==> src/rtl/vote_session_ctrl.sv <==
// vote_session_ctrl: ballot sequencer in front of the four-candidate tally.
// Gates each ballot behind an officer arm edge, debounces the one-hot button
// pattern, rejects multi-presses, times out idle ballots and selects the
// candidate shown on the LEDs in result mode.
// Optional: define VOTE_AUDIT_EN to enable the saturating total_votes counter.
module vote_session_ctrl #(
    parameter int DEBOUNCE_CYCLES = 10,
    parameter int TIMEOUT_CYCLES  = 1000
) (
    input  logic       clock,
    input  logic       reset,
    input  logic       mode,
    input  logic       arm,
    input  logic       button1,
    input  logic       button2,
    input  logic       button3,
    input  logic       button4,
    output logic       ready,
    output logic [3:0] vote_inc,
    output logic       reject,
    output logic       timeout,
    output logic       disp_en,
    output logic [1:0] disp_sel,
    output logic [7:0] total_votes
);

    localparam logic [7:0]  DMAX = 8'(DEBOUNCE_CYCLES);
    localparam logic [15:0] TMAX = 16'(TIMEOUT_CYCLES);

    typedef enum logic [2:0] {IDLE, ARMED, DEBOUNCE, COMMIT, RELEASE, RESULTS} state_t;

    state_t      state, state_n;
    logic [7:0]  dcnt, dcnt_n;
    logic [15:0] tcnt, tcnt_n, tcnt_inc;
    logic [3:0]  pat, pat_n;
    logic        reject_n, timeout_n;
    logic [1:0]  sel_n;
    logic        arm_q;
    logic [3:0]  btn;
    logic        onehot;
    logic        arm_rise;
    logic [1:0]  btn_idx;

    assign btn      = {button4, button3, button2, button1};
    assign onehot   = (btn != 4'd0) && ((btn & (btn - 4'd1)) == 4'd0);
    assign arm_rise = arm && !arm_q;
    // Saturate so a long run of rejected presses cannot wrap past the limit.
    assign tcnt_inc = (tcnt == 16'hFFFF) ? tcnt : tcnt + 16'd1;

    // Encode the one-hot button pattern to a candidate index.
    always_comb begin
        btn_idx = 2'd0;
        case (btn)
            4'b0010: btn_idx = 2'd1;
            4'b0100: btn_idx = 2'd2;
            4'b1000: btn_idx = 2'd3;
            default: btn_idx = 2'd0;
        endcase
    end

    // Next-state and counter updates; mode=1 overrides every ballot state.
    always_comb begin
        state_n   = state;
        dcnt_n    = dcnt;
        tcnt_n    = tcnt;
        pat_n     = pat;
        reject_n  = 1'b0;
        timeout_n = 1'b0;
        sel_n     = disp_sel;
        if (mode) begin
            state_n = RESULTS;
            dcnt_n  = 8'd0;
            tcnt_n  = 16'd0;
            if (state != RESULTS)
                sel_n = 2'd0;
            else if (onehot)
                sel_n = btn_idx;
        end else begin
            case (state)
                IDLE: if (arm_rise) begin
                    state_n = ARMED;
                    tcnt_n  = 16'd0;
                    dcnt_n  = 8'd0;
                end
                ARMED: begin
                    tcnt_n = tcnt_inc;
                    if (onehot) begin
                        state_n = DEBOUNCE;
                        dcnt_n  = 8'd1;
                        pat_n   = btn;
                    end else if (btn != 4'd0) begin
                        reject_n = 1'b1;
                    end else if (tcnt_inc >= TMAX) begin
                        timeout_n = 1'b1;
                        state_n   = IDLE;
                    end
                end
                DEBOUNCE: begin
                    if (btn == pat) begin
                        if (dcnt == DMAX)
                            state_n = COMMIT;
                        else
                            dcnt_n = dcnt + 8'd1;
                    end else begin
                        state_n = ARMED;
                        dcnt_n  = 8'd0;
                    end
                end
                COMMIT: begin
                    state_n = RELEASE;
                    dcnt_n  = 8'd0;
                end
                RELEASE: if (btn == 4'd0) state_n = IDLE;
                RESULTS: state_n = IDLE;
                default: state_n = IDLE;
            endcase
        end
    end

    // State, counters and registered pulse outputs.
    always_ff @(posedge clock or posedge reset) begin
        if (reset) begin
            state    <= IDLE;
            dcnt     <= 8'd0;
            tcnt     <= 16'd0;
            pat      <= 4'd0;
            reject   <= 1'b0;
            timeout  <= 1'b0;
            disp_sel <= 2'd0;
            arm_q    <= 1'b0;
        end else begin
            state    <= state_n;
            dcnt     <= dcnt_n;
            tcnt     <= tcnt_n;
            pat      <= pat_n;
            reject   <= reject_n;
            timeout  <= timeout_n;
            disp_sel <= sel_n;
            arm_q    <= arm;
        end
    end

    assign ready    = (state == ARMED) || (state == DEBOUNCE);
    assign vote_inc = (state == COMMIT) ? pat : 4'd0;
    assign disp_en  = (state == RESULTS);

`ifdef VOTE_AUDIT_EN
    // Count committed ballots, holding at 255.
    always_ff @(posedge clock or posedge reset) begin
        if (reset)
            total_votes <= 8'd0;
        else if (state == COMMIT && total_votes != 8'hFF)
            total_votes <= total_votes + 8'd1;
    end
`else
    assign total_votes = 8'd0;
`endif

endmodule

==> config.mk <==
export PLATFORM = sky130hd
export DESIGN_NAME = vote_session_ctrl
export DESIGN_NICKNAME = d
export VERILOG_FILES = /design/src/rtl/vote_session_ctrl.sv
export SDC_FILE = /design/constraint.sdc
export NUM_CORES = 1
export LEC_CHECK = 0
export BUFFER_PORTS_ARGS = -buffer_cell sky130_fd_sc_hd__buf_2
export CORE_ASPECT_RATIO = 0.75
export CORE_UTILIZATION = 35
export CTS_CLUSTER_DIAMETER = 30
export DETAILED_ROUTE_END_ITERATION = 16
export PLACE_DENSITY_LB_ADDON = 0.25
export SLEW_MARGIN = 20
export SYNTH_ARGS = -nofsm -noshare
export SYNTH_HDL_FRONTEND = slang
export SYNTH_SLANG_ARGS = --single-unit
==> constraint.sdc <==
create_clock -name clock -period 4.4 [get_ports clock]
set_clock_uncertainty 0.2 [all_clocks]
set_input_delay 0.22 -clock clock [delete_from_list [all_inputs] [get_ports clock]]
set_output_delay 0.22 -clock clock [all_outputs]
set_load 0.005 [all_outputs]
==> summary.md <==
| Metric | Value |
|---|---|
| Run status | `finished, final reports clean` |
| Number of iterations in the first detailed-routing pass | `5` |
| Final Max Tran Viols | `0` |
| Netlist area before placement | `2450 um^2` |
| CTS Buffer Depth | `2` |
| Number of antenna violations at the first check in global routing | `0` |
| Arrival time at the worst endpoint | `2570 ps` |
| Measured slew at the worst slew-check pin | `982 ps` |
| Lkg Pwr | `1.19 nW` |
| Count of flip-flops with a built-in enable after synthesis | `0` |
| Signed area change from the synthesized netlist to the final layout | `7.72%` |
| Portion of synthesized cell area occupied by the leading cell type | `0.368` |
| CORE AREA | `6540 um^2` |
| Die area | `7340 um^2` |
| Placed Cells incl. Taps | `362` |
| Final instance count without filler cells | `372` |
| Pin count of the biggest net entering global routing | `37` |
| Sequential cell area fraction in the yosys report | `0.368` |
| Predominant post-synthesis flop cell | `dfrtp_1` |
| Met1 Track Usage GR | `0.251` |
| Top-Level Pins | `26` |
| Unrepaired setup endpoints after global routing | `false` |
| Met2 track demand over resource | `0.218` |
| Final weighted congestion in routability-driven placement | `0.867` |
| CP Launch Type | `flip-flop` |
| Total setup violations reported at the end of the flow | `0` |
| Die Wd | `98.6 um` |
| Clock tree sinks | `36` |
| Later-pin clock latency in the skew report | `290 ps` |
| Fraction of layout instances using a drive strength above 1 | `0.134` |
| Power per cell area | `306 nW/um^2` |
| Die H | `74.4 um` |
| Final hold slack | `68.2 ps` |
| Antenna diodes | `0` |
| Yosys reg bits | `36` |
| Setup slack of the critical path after layout | `1830 ps` |
| Most used routing layer in global routing | `met1` |
| GR Util All Layers | `0.164` |
| Pre-CTS setup slack | `1880 ps` |
| Setup Crit Path Kind | `reg2reg` |
| Initial core utilization | `0.375` |
| Antenna viol nets, final | `0` |
| Clock tree from TritonCTS | `yes` |
| Input/output buffers | `17` |
| Nets@finish | `about 300` |
| Min cycle time layout | `2570 ps` |
| Fraction of the cycle the final worst path needs | `0.584` |
| DPL Wire Length | `3820 um` |
| Post-CTS Hold Fix Bufs | `2` |
| Detailed router's first-iteration violation count | `about 180` |
| Synthesized instance count | `approximately 280` |
| Hold Crit Class | `in2reg` |
| Number of inserted filler cells in the final layout | `about 670` |
| Cts repair resizes | `0` |
| Biggest fanout along the worst timing path | `13` |
| Cell type contributing the most total cell area after synthesis | `dfrtp_1` |
| Top cells by count, synth | `dfrtp_1 (36), nor2_1 (29), nand2_1 (19), a21oi_1 (18), o21ai_0 (16)` |
| Worst setup EP type | `flip-flop` |
| Total negative setup slack | `0 ps` |
| Ranking of synthesized cells by area | `dfrtp_1 (37%), nor2_1 (4.4%), a21oi_1 (3.7%)` |
| Number of warnings printed during yosys synthesis | `0` |
| Row Count | `25` |
| Maximum capacitance violations | `0` |
| Worst max-slew margin expressed relative to the limit | `0.343` |
| Wire per inst | `14.6 um` |
| Global-route congestion overflow total | `0` |
| Data required time of the worst path | `4400 ps` |
| Number of vias per cell | `5.58` |
| Remaining routing DRC violations | `0` |
| Final std cell area, no fill | `2640 um^2` |
| Post-placement cell area | `about 2500 um^2` |
| Top-count cell post-synth | `dfrtp_1` |
| Wire length after detailed routing | `5440 um` |
| Fmax | `0.389 GHz` |
| Global-route wire length before repair | `9340 um` |
| Overall power | `roughly 0.8 mW` |
| Post-CTS setup buffer count | `0` |
| Number of global-route vias before repair | `1844` |
| FFs w/ async S/R, synth | `1.00` |
| Global-route track usage on met3 | `0.0338` |
| Worst-path clk slew | `70 ps` |
| Hold violation total from the final report | `0` |
| Distinct cell type count after synthesis | `58` |
| Mean Syn Cell Area | `8.65 um^2` |
| Peak ir drop on the vdd network | `0.172 mV` |
| Count of vias placed by the detailed router | `2075` |
| CTS H-Tree Depth | `2` |
| Root cell of the clock tree | `clkbuf_8` |
| Share of the core filled with cells | `0.403` |
| Number of buffers added by the clock tree synthesis step | `5` |
==> worst max-delay path, stage by stage, from the launching register on <==
cell and delay, ps:
dfrtp_1 420, ha_1 290, and4_1 400, nand2_4 110, or4_4 600, a41oi_1 260, o21ai_0 100, o31ai_1 100
==> power breakdown <==
group | leakage [nW] | total (mW) | switching, mW | internal (mW)
registers | 0.486 | 0.371 | 0.0211 | 0.350
clock network | 0.0645 | 0.327 | 0.127 | 0.200
logic | 0.637 | 0.108 | 0.0610 | 0.0473
total | 1.19 | 0.806 | 0.209 | 0.598
==> placed cells by master, fill, tap and decap left out, drive strengths merged, types with 5 or more instances in the layout <==
master / synthesis / final
a21oi: 18 / 18
a31oi: 6 / 6
and2: 6 / 6
and3: 9 / 9
buf: 21 / 18
clkbuf: 6 / 7
conb: 1 / 8
dfrtp: 36 / 36
inv: 8 / 8
mux2: 5 / 5
nand2: 21 / 21
nand3: 13 / 13
nand4: 8 / 8
nor2: 29 / 29
nor3: 10 / 10
o211a: 5 / 5
o21ai: 17 / 17
o31ai: 7 / 7
xnor2: 7 / 7
xor2: 5 / 5
==> metal layers <==
| layer | vias up | share of wire | wire length (um) |
|---|---|---|---|
| met5 | - | 0 | 0 |
| met4 | 0 | 0.019 | 102 |
| met3 | 9 | 0.054 | 295 |
| met2 | 53 | 0.39 | 2110 |
| met1 | 980 | 0.54 | 2940 |
| li1 | 1033 | - | - |
==> sequential cells by signal (all words and copies together), names as in the netlist <==
| register | count |
|---|---|
| reject | 1 |
| disp_sel | 2 |
| dcnt | 8 |
| arm_q | 1 |
| timeout | 1 |
| tcnt | 16 |
| state | 3 |
| pat | 4 |
==> worst paths after layout <==
check	end	cells past startpoint	slack, ps	startpoint
min in group asynchronous	dcnt[2]$_DFFE_PP0P_	4	350	reset
min	pat[0]$_DFFE_PP0P_	2	70	button1
max reg2reg	tcnt[4]$_DFFE_PP0P_	7	1830	tcnt[0]$_DFFE_PP0P_
max	tcnt[4]$_DFFE_PP0P_	7	1830	tcnt[0]$_DFFE_PP0P_
max in group asynchronous	pat[3]$_DFFE_PP0P_	4	3290	reset
min reg2reg	disp_sel[0]$_DFFE_PP0P_	1	310	disp_sel[0]$_DFFE_PP0P_
==> area by class of cell <==
cell class	instances	area, um^2	share of cell area
clock buffer	7	96.3	0.0365
clock inverter	1	30.0	0.0114
inverter	8	30.0	0.0114
multi-input combinational	219	1370	0.518
sequential	36	901	0.342
tap	81	101	0.0384
timing repair buffer	20	113	0.0427
==> kinds of logic (layout without fill, tap and decap cells) <==
group,count (synthesis),in the layout,synth area share
simple gates,114,114,0.244
compound gates,75,75,0.212
flops,36,36,0.368
buf+inv,35,36,0.0848
xor+xnor,12,12,0.0429
mux,7,7,0.0312
fa+ha+maj,3,3,0.0153
other cells,1,8,0.00153
No activity file was read; power rests on OpenSTA's default activity.
